<file path="config.mk">
export PLATFORM = sky130hd
export DESIGN_NAME = hashcore_seq_flat
export DESIGN_NICKNAME = d
export VERILOG_FILES = /design/src/rtl/hashcore_seq_if.sv /design/src/rtl/hashcore_seq.sv /design/src/flat_wrapper.sv
export SDC_FILE = /design/constraint.sdc
export NUM_CORES = 1
export LEC_CHECK = 0
export CORE_MARGIN = 2
export CORE_UTILIZATION = 35
export DETAILED_ROUTE_END_ITERATION = 16
export GPL_TIMING_DRIVEN = 0
export PLACE_DENSITY_LB_ADDON = 0.15
export SETUP_SLACK_MARGIN = 0.5
export SYNTH_ARGS = -nofsm -noshare
export SYNTH_HDL_FRONTEND = slang
export SYNTH_SLANG_ARGS = --single-unit
</file>
<file path="constraint.sdc">
create_clock -name hash_clk -period 4.7 [get_ports hash_clk]
set_clock_uncertainty 0.1 [all_clocks]
set_input_delay 0.94 -clock hash_clk [delete_from_list [all_inputs] [get_ports hash_clk]]
set_output_delay 0.94 -clock hash_clk [all_outputs]
set_load 0.03 [all_outputs]
</file>
<file path="src/rtl/hashcore_seq_if.sv">
// Golden-nonce output stream of hashcore_seq: FIFO head plus valid/ready handshake.
// master: the sequencer that presents golden nonces; slave: the consumer.
interface hashcore_seq_if;
    logic [31:0] gn_data;
    logic        gn_valid;
    logic        gn_ready;

    modport master (output gn_data, output gn_valid, input gn_ready);
    modport slave  (input gn_data, input gn_valid, output gn_ready);
endinterface

</file>
<file path="src/rtl/hashcore_seq.sv">
// hashcore_seq: nonce sequencer and golden-nonce collector for one BLAKE pipeline.
// Issues {prefix, counter} nonces to a fixed-latency pipeline, maps each pipeline
// match back to the nonce issued PIPE_LATENCY cycles earlier, and queues golden
// nonces in a first-word-fallthrough FIFO with sticky overflow reporting.
// Optional macro HASHCORE_LEGACY_STROBE_EN adds golden_nonce_out/golden_nonce_match.
//
// state    | meaning
// ---------+-----------------------------------------------------------------
// ST_IDLE  | after reset, counter holds, waiting for a work load
// ST_LOAD  | work shift in progress, counter holds, matches ignored
// ST_FILL  | counting, pipeline still holds results from before this load
// ST_RUN   | counting, matches belong to this load and are captured
// ST_DRAIN | last nonce issued, collecting the remaining in-flight results
// ST_DONE  | range exhausted and collected, counter holds
module hashcore_seq #(
    parameter int PREFIX_BITS  = 2,
    parameter int PIPE_LATENCY = 65,
    parameter int FIFO_DEPTH   = 4
) (
    input  logic                                          hash_clk,
    input  logic                                          reset,
    input  logic                                          shift,
    input  logic [31:0]                                   initnonce,
    input  logic [(PREFIX_BITS > 0 ? PREFIX_BITS : 1)-1:0] nonce_prefix,
    output logic [31:0]                                   nonce,
    input  logic                                          gn_match,
    hashcore_seq_if.master                                gn,
    output logic                                          gn_overflow,
    output logic                                          range_done,
    output logic                                          busy
`ifdef HASHCORE_LEGACY_STROBE_EN
    ,
    output logic [31:0]                                   golden_nonce_out,
    output logic                                          golden_nonce_match
`endif
);

    localparam int              CW       = 32 - PREFIX_BITS;
    localparam int              AW       = $clog2(FIFO_DEPTH);
    localparam logic [7:0]      LAT_LAST = 8'(PIPE_LATENCY - 1);
    localparam logic [CW-1:0]   CNT_LAST = '1;
    localparam logic [CW-1:0]   LAT_CW   = CW'(PIPE_LATENCY);

    typedef enum logic [2:0] {
        ST_IDLE,
        ST_LOAD,
        ST_FILL,
        ST_RUN,
        ST_DRAIN,
        ST_DONE
    } state_t;

    state_t         state;
    state_t         state_nxt;
    logic [CW-1:0]  cnt;
    logic [CW-1:0]  cnt_minus_lat;
    logic [7:0]     lat_cnt;
    logic [7:0]     drain_cnt;
    logic           exhausted;
    logic           shift_d;
    logic           shift_fall;
    logic           last_issue;
    logic           capture;
    logic [31:0]    golden;

    logic [31:0]    fifo_mem [FIFO_DEPTH];
    logic [AW:0]    wr_ptr;
    logic [AW:0]    rd_ptr;
    logic           fifo_empty;
    logic           fifo_full;
    logic           pop;
    logic           push_ok;
    logic           drop;

    // Upper initnonce bits are replaced by the core prefix and are not used.
    logic           unused_inputs;
    assign unused_inputs = ^{initnonce, nonce_prefix};

    assign shift_fall    = shift_d & ~shift;
    // Only the first pass through all-ones counts; later wraps are beyond the range.
    assign last_issue    = (cnt == CNT_LAST) && !exhausted &&
                           (state == ST_FILL || state == ST_RUN);
    assign capture       = gn_match && (state == ST_RUN || state == ST_DRAIN);
    assign cnt_minus_lat = cnt - LAT_CW;

    generate
        if (PREFIX_BITS == 0) begin : g_noprefix
            assign nonce  = cnt;
            assign golden = cnt_minus_lat;
        end else begin : g_prefix
            assign nonce  = {nonce_prefix, cnt};
            assign golden = {nonce_prefix, cnt_minus_lat};
        end
    endgenerate

    assign busy       = (state == ST_FILL) || (state == ST_RUN) || (state == ST_DRAIN);
    assign range_done = (state == ST_DONE);

    // State register.
    always_ff @(posedge hash_clk or posedge reset) begin
        if (reset) state <= ST_IDLE;
        else       state <= state_nxt;
    end

    // Next-state decode; a shift always restarts the load, abandoning in-flight work.
    // Exhaustion inside FILL skips RUN since the drain window is already running.
    always_comb begin
        state_nxt = state;
        if (shift) begin
            state_nxt = ST_LOAD;
        end else begin
            case (state)
                ST_IDLE:  state_nxt = ST_IDLE;
                ST_LOAD:  if (shift_d) state_nxt = ST_FILL;
                ST_FILL:  if (lat_cnt == LAT_LAST)
                              state_nxt = (exhausted || last_issue) ? ST_DRAIN : ST_RUN;
                ST_RUN:   if (last_issue) state_nxt = ST_DRAIN;
                ST_DRAIN: if (drain_cnt == LAT_LAST) state_nxt = ST_DONE;
                default:  state_nxt = state;
            endcase
        end
    end

    // Nonce counter, fill counter and drain counter (drain counts from the last issue).
    always_ff @(posedge hash_clk or posedge reset) begin
        if (reset) begin
            cnt       <= '0;
            lat_cnt   <= '0;
            drain_cnt <= '0;
            exhausted <= 1'b0;
            shift_d   <= 1'b0;
        end else begin
            shift_d <= shift;
            case (state)
                ST_LOAD: begin
                    if (shift_fall) begin
                        cnt       <= initnonce[CW-1:0];
                        lat_cnt   <= '0;
                        drain_cnt <= '0;
                        exhausted <= 1'b0;
                    end
                end
                ST_FILL: begin
                    cnt     <= cnt + CW'(1);
                    lat_cnt <= lat_cnt + 8'd1;
                end
                ST_RUN, ST_DRAIN: cnt <= cnt + CW'(1);
                default: cnt <= cnt;
            endcase
            if (last_issue) begin
                exhausted <= 1'b1;
                drain_cnt <= '0;
            end else if (exhausted && (state == ST_FILL || state == ST_DRAIN)) begin
                drain_cnt <= drain_cnt + 8'd1;
            end
        end
    end

    assign fifo_empty = (wr_ptr == rd_ptr);
    assign fifo_full  = (wr_ptr[AW] != rd_ptr[AW]) && (wr_ptr[AW-1:0] == rd_ptr[AW-1:0]);
    assign pop        = gn.gn_valid & gn.gn_ready;
    // A pop in the same cycle frees the slot, so a full FIFO only drops without one.
    assign push_ok    = capture && (!fifo_full || pop);
    assign drop       = capture && fifo_full && !pop;

    assign gn.gn_valid = !fifo_empty;
    assign gn.gn_data  = fifo_mem[rd_ptr[AW-1:0]];

    // FIFO storage, no reset needed since reads are qualified by gn_valid.
    always_ff @(posedge hash_clk) begin
        if (push_ok) fifo_mem[wr_ptr[AW-1:0]] <= golden;
    end

    // FIFO pointers.
    always_ff @(posedge hash_clk or posedge reset) begin
        if (reset) begin
            wr_ptr <= '0;
            rd_ptr <= '0;
        end else begin
            if (push_ok) wr_ptr <= wr_ptr + 1'b1;
            if (pop)     rd_ptr <= rd_ptr + 1'b1;
        end
    end

    // Sticky overflow, cleared when a new load completes.
    always_ff @(posedge hash_clk or posedge reset) begin
        if (reset)                               gn_overflow <= 1'b0;
        else if (state == ST_LOAD && shift_fall) gn_overflow <= 1'b0;
        else if (drop)                           gn_overflow <= 1'b1;
    end

`ifdef HASHCORE_LEGACY_STROBE_EN
    // Last captured golden nonce and capture strobe for the serial link, FIFO drops included.
    always_ff @(posedge hash_clk or posedge reset) begin
        if (reset) begin
            golden_nonce_out   <= '0;
            golden_nonce_match <= 1'b0;
        end else begin
            golden_nonce_match <= capture;
            if (capture) golden_nonce_out <= golden;
        end
    end
`else
    // Default build carries no serial-link strobe logic.
`endif

endmodule

</file>
<file path="src/flat_wrapper.sv">
// flat-port wrapper written by rule: the top's interface ports become plain ports
module hashcore_seq_flat 
#(
    parameter int PREFIX_BITS  = 2,
    parameter int PIPE_LATENCY = 65,
    parameter int FIFO_DEPTH   = 4
)
  (hash_clk, reset, shift, initnonce, nonce_prefix, nonce, gn_match, gn_overflow, range_done, busy, gn_gn_data, gn_gn_valid, gn_gn_ready);
  hashcore_seq_if gn_i ();
  input  logic hash_clk;
  input  logic reset;
  input  logic shift;
  input  logic [31:0] initnonce;
  input  logic [(PREFIX_BITS > 0 ? PREFIX_BITS : 1)-1:0] nonce_prefix;
  output logic [31:0] nonce;
  input  logic gn_match;
  output logic gn_overflow;
  output logic range_done;
  output logic busy;
  output wire logic [$bits(gn_i.gn_data)-1:0] gn_gn_data;
  output wire logic [$bits(gn_i.gn_valid)-1:0] gn_gn_valid;
  input wire logic [$bits(gn_i.gn_ready)-1:0] gn_gn_ready;
  assign gn_gn_data = gn_i.gn_data;
  assign gn_gn_valid = gn_i.gn_valid;
  assign gn_i.gn_ready = gn_gn_ready;
  hashcore_seq #(.PREFIX_BITS(PREFIX_BITS), .PIPE_LATENCY(PIPE_LATENCY), .FIFO_DEPTH(FIFO_DEPTH)) u_core (.hash_clk(hash_clk), .reset(reset), .shift(shift), .initnonce(initnonce), .nonce_prefix(nonce_prefix), .nonce(nonce), .gn_match(gn_match), .gn(gn_i), .gn_overflow(gn_overflow), .range_done(range_done), .busy(busy));
endmodule
</file>
==> metrics.md, run 1 <==
| Metric | Value |
|---|---|
| Sequential fraction of design power | 34.9% |
| Drt wl/cell | 20.28 um |
| Hold bufs inserted after CTS | 0 |
| Largest net degree at the start of global routing | 36 |
| Fin crit period | 3846 ps |
| Starting Density | 35.72% |
| Initial antenna violation count | 0 |
| Highest clock rate | 0.2600 GHz |
| Synth top area cells | edfxtp_1, dfrtp_1, mux4_2, xor2_1, nor2_1 |
| Min-delay src | u_core.wr_ptr[2] |
| Overflow after GRT | 0 |
| Warnings, synthesis | 0 |
| Pre-CTS setup slack | 1076 ps |
| Final WS setup | 854.0 ps |
| Leak | 0.003920 uW |
| CTS tree | built |
| Post-synthesis xor/xnor area fraction | 3.719% |
| Non-filler cells, final | 1103 |
| Num CTS Buffers | 17 |
| Clk sink count | 186 |
| Inst Count DP | 1071 |
| CP cell instances | clkbuf_1 -> clkbuf_1 -> mux4_2 -> clkdlybuf4s50_1 |
| # diodes | 0 |
| Iteration-0 DRC Markers | 358 |
| WHS Path Cells | 1 |
| CP arrival | 2810 ps |
| IO Count | 107 |
| Gpl congestion | 0.8254 |
| Setup Crit Path Kind | register to primary output |
| CP endpoint kind | primary output |
| Core footprint | 24390 um^2 |
| Via/cell ratio | 5.302 |
| Syn avg cell area | 13.66 um^2 |
| Internal Power | 4270 uW |
| Clk slew on worst S/H paths | 70 ps |
| Area leader, netlist | edfxtp_1 |
| Port Buf Inserts | 104 |
| Final hold slack | 394.3 ps |
| Compound-Gate Fraction of Synth Area | 8.587% |
| Mux cell area share after synthesis | 8.989% |
| Async SR Flop Fraction | 31.18% |
| Cell Rows | 57 |
| RSZ-0062 raised after global routing | false |
| Pwr dens | 659.1 nW/um^2 |
| Min-Delay Endpoint | u_core.wr_ptr[2] |
| Final net count | 816 |
| Postcts setup bufs | 0 |
| Die footprint | 26170 um^2 |
| Post-route cell area | 10860 um^2 |
| Post-synth top area share | 44.11% |
| Slew @ Worst Pin | 894.1 ps |
| Simple-Gate Fraction of Synth Area | 13.17% |
| Worst R2R End | u_core.fifo_mem[3][18] |
| Post-Synthesis Cells | 638 |
| Largest family of logic cells by synthesized area | simple AND/OR/NAND/NOR gates |
| Slew Limit Fails | 0 |
| Vias in the first global route | 5713 |
| Share of layout cells above drive strength 1 | 15.92% |
| GRT Util Overall | 17.43% |
| CTS max path bufs | 2 |
| Worst setup SP type | register |
| Clk_lat worst skew | 440 ps |
| Dpl hpwl | 15930 um |
| First-pass GRT wire length | 34140 um |
| Top fanout value on the critical path | 10 |
| Critical Path RT | 3660 ps |
| Ys flop type | edfxtp_1 |
| Placed Area | 10260 um^2 |
| Worst r2r path cells | 6 |
| Synthesized netlist net count | 688 |
| Cts repair resizes | 0 |
| Die X | 161.8 um |
| DR vias | 5848 |
| Die height | 161.8 um |
| Post-synth EDFFs | 128 |
| FF-to-FF Start | u_core.state[0] |
| Worst relative slew slack | 39.84% |
| Syn-to-layout area delta | 24.61% |
| Synthesized area | 8713 um^2 |
| Worst VDD drop | 257.7 uV |
| Final period util | 81.83% |
| Psw | 2886 uW |
| Synth Area in Adders | 1.580% |
| Final setup viols | 0 |
| Worst hold-check path type | register to register |
| Post-DRT Antenna Nets | 0 |
| Register area share after synthesis | 60.77% |
| Sw Share | 40.33% |
| Reg2reg setup slack | 1590 ps |
| Comb pwr share | 44.8% |
| H-tree levels | 4 |
| Outcome | finished clean |
| Number of max-cap violations | 0 |
| Worst path slowest cell | clkdlybuf4s50_1 |
| DRC viols | 0 |
| Final hold vios | 0 |
| Max incr delay on CP | 610 ps |
| Drt total wl | 22370 um |
| Clock group share of total power | 20.2% |
| Most common cell on crit path | clkbuf_1 |
| TritonRoute pass-1 iters | 6 |
| Distinct cells, synth | 71 |
| Root Driver | clkbuf_16 |
| FF+latch count, synth | 186 |
| Setup TNS | 0 ps |
## sequential cells by signal, summed over array words and instances, names as in the netlist
| register | cells |
|---|---|
| u_core.cnt | 30 |
| u_core.drain_cnt | 8 |
| u_core.exhausted | 1 |
| u_core.fifo_mem | 128 |
| u_core.gn_overflow | 1 |
| u_core.lat_cnt | 8 |
| u_core.rd_ptr | 3 |
| u_core.shift_d | 1 |
| u_core.state | 3 |
| u_core.wr_ptr | 3 |
## cell type report
class,instances,area [um^2]
plain buffers,42,217.7
multi-input cells,394,3146
fillers,2227,13530
inverters,16,60.06
clock inverters,14,163.9
well taps,324,405.4
repair buffers,109,1141
clock buffers,18,429.2
flip-flops and latches,186,5295
## critical path: cells and delay by family, from the launching register on
kind | cells | cell delay [ps]
muxes | 1 | 430
buffers and inverters | 3 | 1600
DFF | 1 | 350
## how the worst max path moves through the flow
| stage | start | to | depth (start not counted) |
|---|---|---|---|
| 5_1_grt | u_core.rd_ptr[1] | gn_gn_data[20] | 4 |
| 4_1_cts | u_core.rd_ptr[1] | gn_gn_data[18] | 4 |
| 3_3_place_gp | gn_gn_ready | u_core.fifo_mem[3][18] | 4 |
| 3_5_place_dp | gn_gn_ready | u_core.fifo_mem[3][17] | 5 |
| 2_1_floorplan | gn_match | u_core.fifo_mem[3][0] | 3 |
| 6_report | u_core.rd_ptr[1] | gn_gn_data[18] | 4 |
## cells in the final DEF, fill, tap and decap left out, types with 5 or more instances in the layout
master,n
nand2_1,47
inv_1,15
o311ai_0,6
o211ai_1,8
nor2_1,49
nand2b_1,5
buf_4,7
buf_2,11
ha_1,11
and3_1,8
o21ai_0,23
nor4_1,6
xnor2_1,11
xor2_1,26
clkbuf_16,17
nand4_1,16
nor3_1,17
a21oi_1,10
o21a_1,5
buf_12,5
clkbuf_1,19
mux4_2,32
edfxtp_1,128
dfrtp_1,58
clkdlybuf4s50_1,104
nand3_1,17
## metrics by stage
step / utilization [%] / power (uW)
finish: 44.52 / 7156
global route: 44.52 / 7515
CTS: 44.52 / 7220
detailed placement: 42.08 / 5767
global placement: 41.65 / 5693
floorplan: - / 4579
## power groups by stage
stage | sequential (uW) | combinational (uW) | clock (uW)
CTS | 2500 | 3250 | 1470
finish | 2500 | 3210 | 1450
floorplan | 2680 | 1890 | 0
global route | 2530 | 3450 | 1530
global placement | 2530 | 3160 | 0
detailed placement | 2530 | 3230 | 0
## cell families after synthesis
kind of cell | count (synthesis)
compound gates | 100
xor+xnor | 37
fa+ha+maj | 11
buf+inv | 58
flops | 186
mux | 38
simple gates | 208
## per-layer routing
layer  global-route usage, %  vias to the layer above  routed length (um)
met2                   28.47                      156               10970
met3                   2.962                       16                 964
met1                   23.97                     2967               10130
li1                        -                     2709                   -
met5                       0                        -                   0
met4                   5.270                        0                 308
## Yosys cell counts (5+ instances only)
cell type    n
xnor2_1     11
edfxtp_1   128
nand3_1     17
a21oi_1     10
nand2_1     47
ha_1        11
buf_4        7
o311ai_0     6
nor4_1       6
mux4_2      32
and3_1       8
xor2_1      26
o211ai_1     8
nor2_1      49
nand2b_1     5
nor3_1      17
inv_1       16
dfrtp_1     58
clkbuf_1    18
o21ai_0     23
o21a_1       5
and2_1       6
buf_2       11
nand4_1     16
(Power assumes the default switching activity.)
==> run 2: changes to the inputs <==
==> constraint.sdc (replaced) <==
create_clock -name hash_clk -period 3.18 [get_ports hash_clk]
set_clock_uncertainty 0.1 [all_clocks]
set_input_delay 0.636 -clock hash_clk [delete_from_list [all_inputs] [get_ports hash_clk]]
set_output_delay 0.636 -clock hash_clk [all_outputs]
set_load 0.03 [all_outputs]
==> run 2 against run 1 <==
  * Core utilization decreased by 0.27 points
  * Critical endpoint is now u_core.fifo_mem[0][16]
  * Largest cell class unchanged
  * Combinational power increased by 47%
  * Die area unchanged
==> metrics.md, run 2 (same netlist as run 1, synthesis figures left out) <==
| Metric | Value |
|---|---|
| DR vias | 5841 (was 5848) |
| Final WS setup | 565.4 ps (was 854.0 ps) |
| Syn-to-layout area delta | 23.87% (was 24.61%) |
| Number of max-cap violations | 0 (unchanged) |
| Post-route cell area | 10790 um^2 (was 10860 um^2) |
| CTS tree | built (unchanged) |
| Clk sink count | 186 (unchanged) |
| Fillers | 2268 (was 2227) |
| Worst relative slew slack | 47.63% (was 39.84%) |
| Overflow after GRT | 0 (unchanged) |
| Worst hold-check path type | register to register (unchanged) |
| Drt total wl | 22550 um (was 22370 um) |
| Clk_lat worst skew | 440 ps (about the same) |
| First-pass GRT wire length | 35000 um (was 34140 um) |
| Starting Density | 35.72% (unchanged) |
| IO Count | 107 (unchanged) |
| Die X | 161.8 um (unchanged) |
| Initial antenna violation count | 0 (unchanged) |
| Worst VDD drop | 324.5 uV (was 257.7 uV) |
| Top fanout value on the critical path | 32 (was 10) |
| H-tree levels | 4 (unchanged) |
| Largest net degree at the start of global routing | 33 (was 36) |
| GRT Util Overall | 17.66% (was 17.43%) |
| TritonRoute pass-1 iters | 5 (was 6) |
| Leak | 0.003995 uW (was 0.003920 uW) |
| Highest clock rate | 0.3825 GHz |
| Dpl hpwl | 15520 um (was 15930 um) |
| Pwr dens | 973.7 nW/um^2 (was 659.1 nW/um^2) |
| Storage cell area | 5298 um^2 (was 5295 um^2) |
| Die height | 161.8 um (unchanged) |
| Cell Rows | 57 (unchanged) |
| Final setup viols | 0 (unchanged) |
| Final period util | 82.22% |
| Iteration-0 DRC Markers | 348 (was 358) |
| Critical Path RT | 3150 ps (was 3660 ps) |
| Fin crit period | 2615 ps |
| Final net count | 817 (was 816) |
| Setup Crit Path Kind | register to register (was register to primary output) |
| Worst setup SP type | register (unchanged) |
| Slew Limit Fails | 0 (unchanged) |
| Core footprint | 24390 um^2 (unchanged) |
| Placed Area | 10180 um^2 (was 10260 um^2) |
| CTS max path bufs | 2 (unchanged) |
| Gpl congestion | 0.8008 (was 0.8254) |
| Drt wl/cell | 20.43 um (was 20.28 um) |
| # diodes | 0 (unchanged) |
| Post-DRT Antenna Nets | 0 (unchanged) |
| Final hold vios | 0 (unchanged) |
| DRC viols | 0 (unchanged) |
| Share of layout cells above drive strength 1 | 22.31% (was 15.92%) |
| Max reg flops | 128 (unchanged) |
| Die footprint | 26170 um^2 (unchanged) |
| Pwr Total | 10510 uW (was 7156 uW) |
| Most common cell after layout, fill and taps aside | edfxtp_1 (unchanged) |
| Clk slew on worst S/H paths | 70 ps (about the same) |
| Commonest non-fill, non-tap cells in the layout | edfxtp_1, clkdlybuf4s50_1, dfrtp_1 (unchanged) |
| Multi-input gate area | 3206 um^2 (was 3146 um^2) |
| CP arrival | 2590 ps (was 2810 ps) |
| Slew @ Worst Pin | 782.2 ps (was 894.1 ps) |
| RSZ-0062 raised after global routing | true (was false) |
| Root Driver | clkbuf_16 (unchanged) |
| Vias in the first global route | 5957 (was 5713) |
| Via/cell ratio | 5.291 (was 5.302) |
| Port Buf Inserts | 104 (unchanged) |
| Outcome | finished clean (unchanged) |
| Num CTS Buffers | 17 (unchanged) |
| CP endpoint kind | register (was primary output) |
| Pre-CTS setup slack | -351.0 ps (was 1076 ps) |
run 2: what timing repair did:
item	in CTS	in global routing
pin swaps	1	2
endpoints found under the setup margin	213	180
cloned	1	0
gates resized for setup	195	18
endpoints found under the hold margin	0	0
setup buffers	0	4
hold buffers	0	0
run 2: cell type report:
cell class              count  share of cell area [%]
repair buffers            109                   8.625
inverters                  16                  0.5565
flip-flops and latches    186                   49.08
clock buffers              18                   3.976
plain buffers              42                   2.991
clock inverters            14                   1.310
well taps                 324                   3.756
multi-input cells         395                   29.70
run 2: path summary, 6_finish.rpt:
check	startpoint	end	slack, ps	cells past startpoint
max	u_core.rd_ptr[1]	u_core.fifo_mem[0][16]	570	5
min reg2reg	u_core.wr_ptr[2]	u_core.wr_ptr[2]	390	1
max reg2reg	u_core.rd_ptr[1]	u_core.fifo_mem[0][16]	570	5
min	u_core.wr_ptr[2]	u_core.wr_ptr[2]	390	1
max in group asynchronous	reset	u_core.cnt[19]	1840	3
min in group asynchronous	reset	u_core.drain_cnt[4]	500	2
run 2: per-stage QoR:
| stage | utilization, % | hold WS (ps) | TNS, ps | instances |
|---|---|---|---|---|
| 5_1_grt | 44.25 | 423.9 | 0 | 1104 |
| 6_report | 44.25 | 386.6 | 0 | 1104 |
| 2_1_floorplan | - | 346.1 | 0 | 638 |
| 3_5_place_dp | 41.76 | 379.4 | -42680 | 1067 |
| 3_3_place_gp | 41.67 | 377.2 | -41920 | 1066 |
| 4_1_cts | 43.99 | 390.5 | 0 | 1100 |
run 2: layer usage:
layer	part of all wire (%)	track usage (%)	up-vias
li1	-	-	2716
met5	0	0	-
met3	4.7	3.218	18
met4	1.0	4.023	0
met1	45	24.42	2944
met2	49	29.19	163
run 2: power breakdown:
| part | switching, uW | internal, uW |
|---|---|---|
| registers | 384 | 3320 |
| clock network | 976 | 1100 |
| logic | 2920 | 1810 |
| total | 4280 | 6230 |
run 2: critical path, stage by stage, from the launching register on:
cell,delay [ps]
dfrtp_1,350
clkbuf_2,270
xor2_1,260
nor4_2,120
nor3_2,490
and2_4,640
==> run 3: changes to the inputs <==
==> constraint.sdc (replaced) <==
create_clock -name hash_clk -period 2.4 [get_ports hash_clk]
set_clock_uncertainty 0.1 [all_clocks]
set_input_delay 0.48 -clock hash_clk [delete_from_list [all_inputs] [get_ports hash_clk]]
set_output_delay 0.48 -clock hash_clk [all_outputs]
set_load 0.03 [all_outputs]
==> run 3 against run 2 <==
  * Critical path type is now register to primary output
  * Die area unchanged
  * Final area increased by 26%
  * Sequential cell count unchanged
  * Core utilization increased by 11 points
  * Sequential share of layout area decreased by 9.9 points
  * The flow now finishes with violations (setup timing)
  * Largest power group unchanged
==> metrics.md, run 3 (same netlist as run 1, synthesis figures left out) <==
| Metric | Value |
|---|---|
| Outcome | finished, violations left (was finished clean) |
| Failing checks | setup timing |
| Leak | 0.005247 uW (was 0.003995 uW) |
| Worst VDD drop | 517.0 uV (was 324.5 uV) |
| Worst r2r path cells | 8 (was 5) |
| Post-DRT Antenna Nets | 0 (unchanged) |
| WP buf/inv | 3 (was 1) |
| Worst path slowest cell | mux4_2 (was and2_4) |
| # diodes | 0 (unchanged) |
| Pwr dens | 1282 nW/um^2 (was 973.7 nW/um^2) |
| First-pass GRT wire length | 38940 um (was 35000 um) |
| TritonRoute pass-1 iters | 5 (unchanged) |
| Setup Crit Path Kind | register to primary output (was register to register) |
| Final net count | 945 (was 817) |
| Hold bufs inserted after CTS | 0 (unchanged) |
| Die height | 161.8 um (unchanged) |
| Final hold vios | 0 (unchanged) |
| DRC viols | 0 (unchanged) |
| Clk slew on worst S/H paths | 70 ps (about the same) |
| Slew @ Worst Pin | 468.1 ps (was 782.2 ps) |
| Dpl hpwl | 15580 um (was 15520 um) |
| Core footprint | 24390 um^2 (unchanged) |
| Clk_lat worst skew | 430 ps (was 440 ps) |
| Reg2reg setup slack | -10 ps (was 570 ps) |
| Die X | 161.8 um (unchanged) |
| Worst hold-check path type | primary input to asynchronous set/reset pin (was register to register) |
| RSZ-0062 raised after global routing | true (unchanged) |
| Overflow after GRT | 0 (unchanged) |
| Drt wl/cell | 22.19 um (was 20.43 um) |
| Initial antenna violation count | 0 (unchanged) |
| Fillers | 1935 (was 2268) |
| CP arrival | 1890 ps (was 2590 ps) |
| CTS tree | built (unchanged) |
| Port Buf Inserts | 104 (unchanged) |
| Via/cell ratio | 5.416 (was 5.291) |
| Max reg flops | 128 (unchanged) |
| Critical Path RT | 1820 ps (was 3150 ps) |
| Root Driver | clkbuf_16 (unchanged) |
| Final period util | 102.8% |
| Largest net degree at the start of global routing | 59 (was 33) |
| Starting Density | 35.72% (unchanged) |
| Slew Limit Fails | 0 (unchanged) |
| Num CTS Buffers | 17 (unchanged) |
| Setup TNS | -940.0 ps (was 0 ps) |
| Share of layout cells above drive strength 1 | 50.66% (was 22.31%) |
| Max incr delay on CP | 550 ps (was 640 ps) |
| Cell Rows | 57 (unchanged) |
| CTS max path bufs | 2 (unchanged) |
| CP endpoint kind | primary output (was register) |
| CP cell instances | buf_12 -> buf_12 -> mux4_2 -> buf_6 (was clkbuf_2 -> xor2_1 -> nor4_2 -> nor3_2 -> and2_4) |
| Fin crit period | 2466 ps |
| Stages on the worst setup path | 4 (was 5) |
| Iteration-0 DRC Markers | 527 (was 348) |
| Worst setup SP type | register (unchanged) |
| IO Count | 107 (unchanged) |
| Number of max-cap violations | 0 (unchanged) |
| Die footprint | 26170 um^2 (unchanged) |
| Gpl congestion | 0.8092 (was 0.8008) |
| Most common cell after layout, fill and taps aside | edfxtp_1 (unchanged) |
| Top delay family on crit path | multiplexers (was simple AND/OR/NAND/NOR gates) |
| Pwr Total | 17430 uW (was 10510 uW) |
| DR vias | 6673 (was 5841) |
| Vias in the first global route | 6513 (was 5957) |
| Worst relative slew slack | 68.51% (was 47.63%) |
| H-tree levels | 4 (unchanged) |
| Clk sink count | 186 (unchanged) |
| GRT Util Overall | 20.08% (was 17.66%) |
| Syn-to-layout area delta | 56.03% (was 23.87%) |
| Top fanout value on the critical path | 5 (was 32) |
| Final WS setup | -66.43 ps (was 565.4 ps) |
| Drt total wl | 27330 um (was 22550 um) |
| Highest clock rate | 0.4054 GHz |
| Commonest non-fill, non-tap cells in the layout | edfxtp_1, buf_6, buf_4 (was edfxtp_1, clkdlybuf4s50_1, dfrtp_1) |
| Final setup viols | 33 (was 0) |
| Most common cell on crit path | buf_12 |
## run 3: changes by cell type in the layout (fill, tap and decap cells not counted), moves of 25 or more
cell	delta
dfrtp_1	-25
buf_4	+51
dfrtp_2	+25
clkdlybuf4s50_1	-32
buf_6	+87
buf_2	-31
## run 3: power by group
group | internal, uW | total (uW) | switching [uW]
Clock | 1460 | 2770 | 1310
Combinational | 4500 | 9670 | 5170
Sequential | 4430 | 4980 | 554
## run 3: layout make-up
class                   count  area (um^2)  share of cell area [%]
clock inverters            14        142.6                   1.049
clock buffers              18        429.2                   3.157
plain buffers              42        491.7                   3.617
repair buffers            234         2574                   18.93
well taps                 324        405.4                   2.982
flip-flops and latches    186         5329                   39.20
multi-input cells         398         4156                   30.57
inverters                  16        67.56                  0.4970
## run 3: path summary, 6_finish.rpt
check	start	endpoint
min reg2reg	u_core.wr_ptr[2]	u_core.wr_ptr[2]
max	u_core.rd_ptr[0]	gn_gn_data[10]
max in group asynchronous	reset	u_core.cnt[28]
min in group hash_clk	nonce_prefix[0]	u_core.fifo_mem[1][30]
min	reset	u_core.drain_cnt[6]
max reg2reg	u_core.cnt[7]	u_core.fifo_mem[3][24]
## run 3: through the flow
stage | hold slack (ps) | instances | setup slack, ps | area (um^2) | utilization [%]
after floorplan | 346.1 | 638 | 74.71 | 8899 | -
final | 298.0 | 1232 | -66.43 | 13600 | 55.74
after global routing | 330.0 | 1232 | -83.35 | 13600 | 55.74
after CTS | 361.7 | 1191 | -70.77 | 12780 | 52.41
after detailed placement | 380.6 | 1066 | -617.3 | 10340 | 42.41
after global placement | 376.5 | 1066 | -523.8 | 10340 | 42.41
## run 3: per-layer routing
metal	vias to the layer above	global-route usage [%]	wire, um
li1	2965	-	-
met3	48	3.779	1632
met1	3407	27.17	11610
met5	-	0	0
met4	0	6.557	680
met2	253	32.84	13410
## run 3: worst reg2reg max path, stage by stage, from the launching register on
cell and delay (ps):
dfrtp_2 410, buf_6 130, or4_4 560, nor3_4 170
buf_12 140, nand4b_4 200, nor4_4 210, xor2_1 100
buf_4 150
## run 3: timing repair
action	CTS	global route
gates cloned	9	4
resized for setup	511	133
setup endpoints to repair	347	320
buffers inserted	84	36
pin swaps	57	63
